`src/rtl/calc_pkg.sv`:
```
// Shared definitions for the calculator datapath serial adder/subtractor.
// Contents: operation encodings, adder FSM state type, saturation helper.
package calc_pkg;

  localparam logic OP_ADD = 1'b0;
  localparam logic OP_SUB = 1'b1;

  typedef enum logic [1:0] {
    IDLE = 2'd0,
    RUN  = 2'd1,
    DONE = 2'd2
  } add_state_t;

  // Saturation value in the low `width` bits (width <= 64).
  // neg = 1 -> most negative value, neg = 0 -> most positive value.
  function automatic logic [63:0] sat_value(input int unsigned width, input logic neg);
    logic [63:0] half;
    half = 64'(1) << (width - 1);
    return neg ? half : (half - 64'(1));
  endfunction

endpackage

```
`src/rtl/full_adder_cell.sv`:
```
// Purely combinational 1-bit full adder.
// Ports: a, b, cin -> s (sum bit), cout (carry out).
module full_adder_cell (
  input  logic a,
  input  logic b,
  input  logic cin,
  output logic s,
  output logic cout
);

  assign s    = a ^ b ^ cin;
  assign cout = (a & b) | ((a ^ b) & cin);

endmodule

```
`src/rtl/serial_add_sub.sv`:
```
// Multi-cycle WIDTH-bit two's-complement adder/subtractor processing
// BITS_PER_CYCLE bits per clock with a registered carry between slices.
// Ports:
//   clk, rst          clock, synchronous active-high reset
//   start, op_sub     request and operation (0 = a+b, 1 = a-b), sampled when not busy
//   a, b              operands, sampled with start
//   busy              high while slices are being processed
//   done              one-cycle pulse when sum/cout/ovf are valid
//   sum, cout, ovf    result, final carry (subtract: 1 = no borrow), signed overflow
// Optional build macro: SERIAL_ADD_SAT_EN saturates sum on signed overflow.
module serial_add_sub
  import calc_pkg::*;
#(
  parameter int unsigned WIDTH          = 8,
  parameter int unsigned BITS_PER_CYCLE = 1
) (
  input  logic             clk,
  input  logic             rst,
  input  logic             start,
  input  logic             op_sub,
  input  logic [WIDTH-1:0] a,
  input  logic [WIDTH-1:0] b,
  output logic             busy,
  output logic             done,
  output logic [WIDTH-1:0] sum,
  output logic             cout,
  output logic             ovf
);

  localparam int unsigned NSLICE = WIDTH / BITS_PER_CYCLE;
  localparam int unsigned CNT_W  = (NSLICE > 1) ? $clog2(NSLICE) : 1;

  add_state_t state, state_next;

  logic [WIDTH-1:0]          op_a;
  logic [WIDTH-1:0]          op_b;
  logic [WIDTH-1:0]          res;
  logic [WIDTH-1:0]          res_next;
  logic                      carry;
  logic [CNT_W-1:0]          count;
  logic [BITS_PER_CYCLE:0]   chain_c;
  logic [BITS_PER_CYCLE-1:0] slice_s;
  logic                      last_c;
  logic                      accept_c;
  logic                      ovf_c;

  // Ripple chain for one slice; the registered carry feeds the LSB cell.
  assign chain_c[0] = carry;

  for (genvar i = 0; i < BITS_PER_CYCLE; i++) begin : g_cell
    full_adder_cell u_fa (
      .a    (op_a[i]),
      .b    (op_b[i]),
      .cin  (chain_c[i]),
      .s    (slice_s[i]),
      .cout (chain_c[i+1])
    );
  end

  // New slice enters at the MSB end; after NSLICE shifts the word is aligned.
  assign res_next = WIDTH'({slice_s, res} >> BITS_PER_CYCLE);

  assign last_c   = (state == RUN) && (count == CNT_W'(NSLICE - 1));
  assign accept_c = start && (state != RUN);
  // Carry into the MSB is the last cell's cin on the final slice.
  assign ovf_c    = chain_c[BITS_PER_CYCLE-1] ^ chain_c[BITS_PER_CYCLE];

  // State register.
  always_ff @(posedge clk) begin
    if (rst) state <= IDLE;
    else     state <= state_next;
  end

  // Next-state logic.
  always_comb begin
    state_next = state;
    case (state)
      IDLE:    if (start) state_next = RUN;
      RUN:     if (last_c) state_next = DONE;
      DONE:    state_next = start ? RUN : IDLE;
      default: state_next = IDLE;
    endcase
  end

  // Operand/carry/count datapath and registered outputs.
  always_ff @(posedge clk) begin
    if (rst) begin
      op_a  <= '0;
      op_b  <= '0;
      res   <= '0;
      carry <= 1'b0;
      count <= '0;
      busy  <= 1'b0;
      done  <= 1'b0;
      sum   <= '0;
      cout  <= 1'b0;
      ovf   <= 1'b0;
    end else begin
      done <= 1'b0;
      busy <= (state_next == RUN);
      if (accept_c) begin
        // Subtract as a + ~b + 1: the +1 enters through the initial carry.
        op_a  <= a;
        op_b  <= (op_sub == OP_ADD) ? b : ~b;
        carry <= (op_sub == OP_SUB);
        count <= '0;
      end else if (state == RUN) begin
        op_a  <= op_a >> BITS_PER_CYCLE;
        op_b  <= op_b >> BITS_PER_CYCLE;
        carry <= chain_c[BITS_PER_CYCLE];
        count <= count + CNT_W'(1);
        res   <= res_next;
        if (last_c) begin
          done <= 1'b1;
          cout <= chain_c[BITS_PER_CYCLE];
          ovf  <= ovf_c;
`ifdef SERIAL_ADD_SAT_EN
          // Result MSB set means the true result overflowed positive.
          sum  <= ovf_c ? WIDTH'(sat_value(WIDTH, ~res_next[WIDTH-1])) : res_next;
`else
          sum  <= res_next;
`endif
        end
      end
    end
  end

endmodule
```
`config.mk`:
```
export PLATFORM = sky130hd
export DESIGN_NAME = serial_add_sub
export DESIGN_NICKNAME = d
export VERILOG_FILES = /design/src/rtl/calc_pkg.sv /design/src/rtl/full_adder_cell.sv /design/src/rtl/serial_add_sub.sv
export SDC_FILE = /design/constraint.sdc
export NUM_CORES = 1
export LEC_CHECK = 0
export ABC_AREA = 1
export BUFFER_PORTS_ARGS = -buffer_cell sky130_fd_sc_hd__buf_4
export CAP_MARGIN = 30
export CORE_ASPECT_RATIO = 2
export CORE_UTILIZATION = 47
export CTS_BUF_LIST = sky130_fd_sc_hd__clkbuf_4 sky130_fd_sc_hd__clkbuf_8
export DETAILED_ROUTE_END_ITERATION = 7
export HOLD_SLACK_MARGIN = 0.02
export PLACE_DENSITY = 0.82
export SYNTH_ARGS = -nofsm -noshare
export SYNTH_HDL_FRONTEND = slang
export SYNTH_SLANG_ARGS = --single-unit
```
`constraint.sdc`:
```
create_clock -name clk -period 1.2 [get_ports clk]
set_clock_uncertainty 0.1 [all_clocks]
set_input_delay 0.18 -clock clk [delete_from_list [all_inputs] [get_ports clk]]
set_output_delay 0.18 -clock clk [all_outputs]
set_load 0.05 [all_outputs]
```
Word-level counts from Yosys, hierarchy flattened
Cells that the tools add are included.

Word-level logic and storage cells: 46. Bits in registers: 42.

Multiplexer cells: 12. Reductions and logical operators: 8. Bitwise operators: 9. Equality and inequality tests: 5. Add/sub/neg operators: 1.

Operator list (number): 8-bit two-way mux (5); 8-bit NOT (1); 2-bit case mux with 3 select lines (1); 2-bit by 1-bit == test with 1-bit output (second input constant) (2); 1-bit two-way mux (4); 2-bit two-way mux (2); 3-bit by 1-bit adder with 3-bit output (second input constant) (1); 3-bit == test (second input constant) (1); 3-bit AND reduction (1); 3-bit OR reduction (1); 1-bit XOR (3); 1-bit bitwise AND (2); 2-bit == test (second input constant) (1); 1-bit logical AND (2); 2-bit zero test (1); 2-bit by 1-bit != test with 1-bit output (second input constant) (1); 1-bit NOT (2); 2-bit AND reduction (1); 2-bit nonzero test (1); 2-bit OR reduction (1); 1-bit OR (1).

Depth between registers and ports, before layout
Gate-level depths: netlist (run 1).

Depth in word-level cells: 5. Gate-level depth with buffers: 7. Mapped depth without buffers: 7.

Modules after synthesis
A second synthesis (run 1) with hierarchy kept.

Cell total of the unflattened synthesis: 239. Area, all modules: 1790.5 um^2.

Modules (own cells, without submodules): serial_add_sub (cells an instance 238, instances 1, area each 1770.4 um^2); full_adder_cell (cells an instance 1, instances 1, area each 20.0 um^2).

Worst setup path before layout (run 1)
OpenSTA, ideal clock, no wires.

Kind: reg-to-reg. Start point: register carry. End point: register ovf. Arrival time: 1.110 ns. Setup time: 0.118 ns. Path slack: -0.127 ns. Cell stages (with the launch flop): 7. Required time: 0.982 ns. Clock period less this slack: 1.327 ns. Path through: dfxtp_1 -> inv_1 -> fa_1 -> inv_1 -> nand2_1 -> a21oi_1 -> nor2_1.

Word-level cells in the longest chain between the ends: 3.

Ends and longest elaborated chain: from (decl) (RTL line serial_add_sub.sv:39) `logic carry;`; from (signal assigned) (RTL line serial_add_sub.sv:105) `carry <= (op_sub == OP_SUB);`; from (signal assigned) (RTL line serial_add_sub.sv:110) `carry <= chain_c[BITS_PER_CYCLE];`; 1-bit bitwise AND (RTL line full_adder_cell.sv:12) `assign cout = (a & b) | ((a ^ b) & cin);`; 1-bit OR (RTL line full_adder_cell.sv:12); 1-bit XOR (*) (RTL line serial_add_sub.sv:66) `assign ovf_c = chain_c[BITS_PER_CYCLE-1] ^ chain_c[BITS_PER_CYCLE];`; to (signal assigned) (RTL line serial_add_sub.sv:116) `ovf <= ovf_c;`; to (decl) (RTL line serial_add_sub.sv:27) `output logic ovf`.

Mark *: on every way between the ends. The rest lies on a longest branch, timed or not. A chain may end at the register's enable or synchronous reset.

Final worst setup path (run 1)
Start point: register count[1]. End point: register cout.

Word-level cells in the longest chain between the ends: 3.

Ends and longest elaborated chain: from (decl) (RTL line serial_add_sub.sv:40) `logic [CNT_W-1:0] count;`; from (signal assigned) (RTL line serial_add_sub.sv:111) `count <= count + CNT_W'(1);`; 3-bit == test (RTL line serial_add_sub.sv:63) `assign last_c = (state == RUN) && (count == CNT_W'(NSLICE - 1));`; 1-bit logical AND (RTL line serial_add_sub.sv:63); 3-bit AND reduction (no source line); to (signal assigned) (RTL line serial_add_sub.sv:115) `cout <= chain_c[BITS_PER_CYCLE];`; to (decl) (RTL line serial_add_sub.sv:26) `output logic cout,`.

Every way passes these cells.

==> results of run 1 <==
-- metrics by stage --
step                      instances  setup slack [ps]  hold slack (ps)
after floorplan                 237             6.129            149.1
after global placement          319            -98.96            337.4
after detailed placement        319            -128.7            356.5
after CTS                       329            -129.2            51.07
after global routing            335            -200.7            76.60
final                           335            -124.7            70.44
-- final timing paths --
path	depth (start not counted)	endpoint	slack [ps]
worst max-delay path	7	cout	-120
worst min-delay path	3	op_a[7]	70
worst max register to register	7	cout	-120
worst min register to register	2	sum[4]	390
-- power groups by stage --
stage,Sequential (W),Clock [W],Combinational (W)
after CTS,0.00147,0.000994,0.000441
after floorplan,0.00150,0,0.000281
after global routing,0.00149,0.00107,0.000624
final,0.00148,0.000979,0.000575
after global placement,0.00150,0,0.000421
after detailed placement,0.00150,0,0.000433
-- sequential cells by signal (all words and copies together), names as in the netlist --
signal  cells
count       3
carry       1
op_b        8
cout        1
done        1
op_a        8
sum         8
state       2
busy        1
ovf         1
res         7
-- routing by layer --
layer  vias up  part of all wire (%)
met5         -                     0
met4         0                   3.3
met1       803                    36
met3        19                   3.7
li1        848                     -
met2        57                    57
-- worst reg2reg max path: stages (launching register included) --
cell                      delay, ps
sky130_fd_sc_hd__dfxtp_2        360
sky130_fd_sc_hd__ha_4           140
sky130_fd_sc_hd__ha_4           110
sky130_fd_sc_hd__inv_2           40
sky130_fd_sc_hd__nor2_4         200
sky130_fd_sc_hd__inv_4          100
sky130_fd_sc_hd__nand3_1         80
sky130_fd_sc_hd__o21ai_0         90
-- timing repair --
action	4_1_cts	5_1_grt
pin swaps	5	26
cloned	0	3
buffers inserted	2	4
endpoints found under the setup margin	36	40
gates resized for setup	9	53
-- cells in the mapped netlist --
library cell and count:
sky130_fd_sc_hd__nor2_1 40, sky130_fd_sc_hd__a211oi_1 2, sky130_fd_sc_hd__xor2_1 2, sky130_fd_sc_hd__xnor2_1 7, sky130_fd_sc_hd__nand2_4 2, sky130_fd_sc_hd__inv_1 21
sky130_fd_sc_hd__nor2_4 1, sky130_fd_sc_hd__clkbuf_1 2, sky130_fd_sc_hd__nand3_2 1, sky130_fd_sc_hd__o21ai_0 15, sky130_fd_sc_hd__nand3_1 34, sky130_fd_sc_hd__nand2_1 44
sky130_fd_sc_hd__clkbuf_8 1, sky130_fd_sc_hd__a21oi_1 10, sky130_fd_sc_hd__fa_1 1, sky130_fd_sc_hd__buf_2 2, sky130_fd_sc_hd__inv_2 2, sky130_fd_sc_hd__buf_6 5
sky130_fd_sc_hd__buf_8 1, sky130_fd_sc_hd__dfxtp_1 41, sky130_fd_sc_hd__ha_1 2, sky130_fd_sc_hd__nor2_8 1
-- logic make-up after synthesis --
| kind of cell | Yosys count |
|---|---|
| flops | 41 |
| fa+ha+maj | 3 |
| xor+xnor | 9 |
| buf+inv | 34 |
| simple gates | 123 |
| compound gates | 27 |
-- layout make-up --
class	count	area share, %
Tap cell	49	2.354
Inverter	23	3.602
Multi-Input combinational cell	162	37.90
Clock buffer	7	3.698
Sequential cell	41	32.04
Timing Repair Buffer	52	20.22
Clock inverter	1	0.1921
==> out/metrics.cfg, run 1 <==
[global_route]
global_route.peak_usage_layer = met2
globalRouteOverflowTotal = 0
global_route.usage.met1_pct = 21.78
pin_count_of_the_biggest_net_entering_global_routing = 26
grt_util_all_layers_pct = 20.94
grt.met2_usage_pct = 37.44
met3_grt_util_pct = 5.020
vias_in_the_first_global_route = 1621
initial_antenna_violation_count = 0
wire_length_of_the_first_global_routing_pass_um = 6637

[power_and_ir_drop]
clock_power_share_pct = 32.2
power_switching_w = 0.0008069
fin_total_pwr_w = 0.003036
power.ir.vdd_worst_mv = 1.054
portion_of_total_power_attributed_to_combinational_logic_pct = 19.0
internal_power_summed_over_all_cells_w = 0.002229
power_leakage_nw = 1.248
swShare_pct = 26.58
pwr-share-seq_pct = 48.8
power.density_cell_area_nw_per_um2 = 1165

[setup_path]
timing.critical_path.to_type = flip-flop
critical_path.most_common_cell = sky130_fd_sc_hd__ha_4
startpoint_type = flip-flop
critical_path.slowest_cell = sky130_fd_sc_hd__dfxtp_2
endpoint_arrival_time_on_the_critical_path_ps = 1390
critPathMaxFanout = 10
criticalPathCategory = flip-flop to flip-flop
crit_required_ps = 1270
critical_path_cell_list = ha_4, ha_4, inv_2, nor2_4, inv_4, nand3_1, o21ai_0
critical-path-top-delay-family = flip-flops
critical_path.startpoint = count[1]
critical_path.max_stage_delay_ps = 360
cp_num_buf_inv = 2
reg2reg_from = count[1]

[sta]
achievable-frequency_mhz = 754.9
finalHoldViolations = 0
worstMarginPinSlew_ps = 227.4
fin_crit_ps = 1325
final-setup-viol-count = 18
timing.max_slew.rel_slack_pct = 84.68
rsz0062_at_grt = yes
timing.final.crit_share_pct = 110.4
layout_setup_ws_ps = -124.7
setup_total_negative_slack_ps = -1191
slew_violations = 0

[die]
core_area_um2 = 3646
floorplan.die.height_um = 90.08
top_level_ports = 32
fp.dieW_um = 46.04
number_of_rows_in_the_core_area = 31
initial_utilization_pct = 50.00
fp.dieArea_um2 = 4147

[layout]
multi_input_comb_area_um2 = 987.2
area.sequential_um2 = 834.6
area.growth.synth_to_final_pct = 42.90
layout.cell_area.non_filler_um2 = 2605
drive_gt1_share_pct = 41.26
final_cell_mix = 37 x sky130_fd_sc_hd__buf_4, 34 x sky130_fd_sc_hd__nor2_1, 34 x sky130_fd_sc_hd__dfxtp_1
diodes_inserted = 0
layout.cells.most_common = sky130_fd_sc_hd__buf_4
final_nets = 308
nFillCells = 298
finalCoreUtilization_pct = 71.45

[worst_hold_path]
min_path_type = input pin to flip-flop
hold_path_startpoint = a[7]

[routing]
wl_um = 4660
drc_errors = 0
wire_per_inst_um = 13.91
drtPass1Iterations = 4
num_vias = 1727
drt_iter0_markers = 41
ant_nets = 0
route.detailed.vias_per_inst = 5.155

[synth]
synthesis.instances = 237
synthesis.area_um2 = 1823
yosysSeqAreaShare_pct = 45.02
syn_nets = 260
synth-warning-count = 0
synthAdderAreaFrac_pct = 2.471
synth-compound-area-share_pct = 7.687
synthXorXnorAreaFrac_pct = 4.324
netlist-cell-type-count = 22
yosys.area.top_type = sky130_fd_sc_hd__dfxtp_1
synthDominantCellAreaShare_pct = 45.02
yosys_reg_bits = 41
combinational_family_with_the_most_area_after_synthesis = simple AND/OR/NAND/NOR gates
post_synth_and_or_nand_nor_area_fraction_pct = 30.13
synth.top_cells.by_area = sky130_fd_sc_hd__dfxtp_1 45%, sky130_fd_sc_hd__nand3_1 9.3%, sky130_fd_sc_hd__nand2_1 9.1%
synth.mux.area_fraction_pct = 0
syn_area_per_cell_um2 = 7.692

[outcome]
failing_checks = negative setup slack
status = complete, but fails checks

[clock_tree]
clock_tree.buffer_depth = 2
tritoncts.num_buffers = 5
tritoncts_num_sinks = 41
cts_root_buffer = sky130_fd_sc_hd__clkbuf_8
path_clk_slew_ps = 80
cts_hold_repair.buffers = 0
clk_latency_ps = 280
cts_tree = built
maximum_level_of_the_cts_h_tree = 2

[place]
quantity_of_i_o_buffers_inserted_on_ports = 31
detailedPlacementHpwl_um = 2658
place_congestion = 0.7826
placedInstanceArea_um2 = 2203

[job]
cap_violations = 0

No activity file was read; power rests on OpenSTA's default activity.
==> run 2: changes to the inputs <==
PLACE_DENSITY = 0.79   (was 0.82)
SKIP_LAST_GASP = 1   (was default)
clock period = 1.6 ns   (was 1.2 ns; I/O delays follow)
==> out/metrics.cfg, run 2 (synthesis gave the netlist of run 1 again) <==
[routing]
route.detailed.vias_per_inst = 4.941  ; -4.2%
top_routing_layer_in_use = met4
met3WireLength_um = 146  ; -15%
drt_iter0_markers = 23  ; -44%
route.layer.met1.wl_um = 1403  ; -17%
drc_errors = 0  ; unchanged
wl_um = 3623  ; -22%
drtPass1Iterations = 6  ; +2
num_vias = 1581  ; -8.5%
met2RoutedLength_um = 2001  ; -24%
ant_nets = 0  ; unchanged
wire_per_inst_um = 11.32  ; -19%

[global_route]
initial_antenna_violation_count = 0  ; unchanged
grt_util_all_layers_pct = 20.61  ; -0.33 points
globalRouteOverflowTotal = 0  ; unchanged
pin_count_of_the_biggest_net_entering_global_routing = 28  ; +7.7%
vias_in_the_first_global_route = 1479  ; -8.8%
wire_length_of_the_first_global_routing_pass_um = 6216  ; -6.3%

[setup_path]
endpoint_arrival_time_on_the_critical_path_ps = 1530  ; +140 ps
startpoint_type = flip-flop
crit_required_ps = 1690  ; +420 ps
critPathMaxFanout = 3  ; -7
timing.critical_path.to_type = flip-flop
criticalPathCategory = flip-flop to flip-flop

[place]
place_congestion = 0.7968  ; +1.8%
detailedPlacementHpwl_um = 2533  ; -4.7%
quantity_of_i_o_buffers_inserted_on_ports = 31  ; unchanged

[layout]
diodes_inserted = 0  ; unchanged
area.growth.synth_to_final_pct = 19.77
final_cell_mix = 44 x sky130_fd_sc_hd__nand2_1, 41 x sky130_fd_sc_hd__dfxtp_1, 40 x sky130_fd_sc_hd__nor2_1
drive_gt1_share_pct = 19.19  ; -22 points
reg.largest.list = op_a (8), op_b (8), sum (8)
final_nets = 294  ; -4.5%
layout.cells.most_common = sky130_fd_sc_hd__nand2_1
nFillCells = 367  ; +23%

[power_and_ir_drop]
power_switching_w = 0.0005286  ; -34%
internal_power_summed_over_all_cells_w = 0.001645  ; -26%
swShare_pct = 24.31  ; -2.3 points
pwr-share-seq_pct = 50.5  ; +1.7 points
power.density_cell_area_nw_per_um2 = 995.8  ; -15%
power_leakage_nw = 1.057  ; -15%
clock_power_share_pct = 36.4  ; +4.2 points
power.ir.vdd_worst_mv = 0.9940  ; -5.7%
portion_of_total_power_attributed_to_combinational_logic_pct = 13.0  ; -6.0 points

[sta]
hold_ws_ps = 98.04  ; +27.59 ps
final-setup-viol-count = 0  ; -18
timing.max_slew.rel_slack_pct = 69.63  ; -15 points
fin_crit_ps = 1439  ; +113.9 ps
setup_total_negative_slack_ps = 0  ; +1191 ps
achievable-frequency_mhz = 695.1  ; -7.9%
rsz0062_at_grt = no
slew_violations = 0  ; unchanged
worstMarginPinSlew_ps = 455.1  ; +227.7 ps
finalHoldViolations = 0  ; unchanged
timing.final.crit_share_pct = 89.91  ; -20 points

[worst_hold_path]
min_path_type = input pin to flip-flop

[clock_tree]
maximum_level_of_the_cts_h_tree = 2  ; unchanged
clock_tree.buffer_depth = 2  ; unchanged
tritoncts_num_sinks = 41  ; unchanged
cts_root_buffer = sky130_fd_sc_hd__clkbuf_8
clk_latency_ps = 290  ; about the same
cts_hold_repair.buffers = 0  ; unchanged
number_of_setup_buffers_added_after_cts = 0  ; -2
cts_tree = built
path_clk_slew_ps = 80  ; about the same
tritoncts.num_buffers = 5  ; unchanged

[die]
floorplan.die.height_um = 90.08  ; unchanged
number_of_rows_in_the_core_area = 31  ; unchanged
initial_utilization_pct = 50.00  ; unchanged
core_area_um2 = 3646  ; unchanged
fp.dieArea_um2 = 4147  ; unchanged
top_level_ports = 32  ; unchanged
fp.dieW_um = 46.04  ; unchanged

[job]
cap_violations = 0  ; unchanged

[outcome]
status = finished clean

## run 2: cell count changes in the layout (fill, tap and decap cells not counted), sizes merged
cell    previous run  this run
buf               49        38
bufinv             0         1
clkbuf            10         5
## run 2: path summary, 6_finish.rpt
path                              start      end  slack [ps]  depth (start not counted)
worst min-delay path               a[7]  op_a[7]         100                          3
worst max-delay path              carry      ovf         160                          6
worst min register to register  op_a[7]  op_a[7]         360                          2
worst max register to register    carry      ovf         160                          6
## run 2: metrics by stage
step	power (W)	area, um^2	setup WS (ps)	cells	util (%)
2_1_floorplan	0.001332	1823	272.8	237	-
3_3_place_gp	0.001401	2079	236.0	313	57.04
3_5_place_dp	0.001406	2079	185.5	313	57.04
4_1_cts	0.002195	2183	170.3	320	59.88
5_1_grt	0.002287	2183	0.7564	320	59.88
6_report	0.002174	2183	161.4	320	59.88
## run 2: power by group through the flow
| stage | clock network [W] | registers [W] | logic [W] |
|---|---|---|---|
| floorplan | 0 | 0.00112 | 0.000208 |
| global placement | 0 | 0.00112 | 0.000279 |
| detailed placement | 0 | 0.00112 | 0.000284 |
| CTS | 0.000809 | 0.00110 | 0.000287 |
| global route | 0.000861 | 0.00110 | 0.000321 |
| finish | 0.000792 | 0.00110 | 0.000283 |
## run 2: worst max-delay path, cell delays in order, from the launching register on
cell and delay [ps]:
sky130_fd_sc_hd__dfxtp_1 350, sky130_fd_sc_hd__inv_1 80, sky130_fd_sc_hd__fa_1 450, sky130_fd_sc_hd__inv_1 90
sky130_fd_sc_hd__nand2_1 60, sky130_fd_sc_hd__a21oi_1 160, sky130_fd_sc_hd__nor2_1 50
## run 2: cell type report
class                   count  area (um^2)  area share [%]
flip-flops and latches     41        820.8           37.59
repair buffers             38        297.8           13.64
clock inverters             2        35.03           1.605
inverters                  23        86.33           3.954
clock buffers               5        68.82           3.152
multi-input cells         162        813.3           37.25
well taps                  49        61.31           2.808
## run 2: repair_timing
item,CTS,global route
gates resized for setup,0,1
hold endpoints to repair,0,0
endpoints found under the setup margin,0,1
## run 2: per-layer routing
layer	track usage (%)	vias to the layer above
met5	0	-
met4	10.29	0
met3	6.627	5
met2	34.86	37
met1	21.07	723
li1	-	816
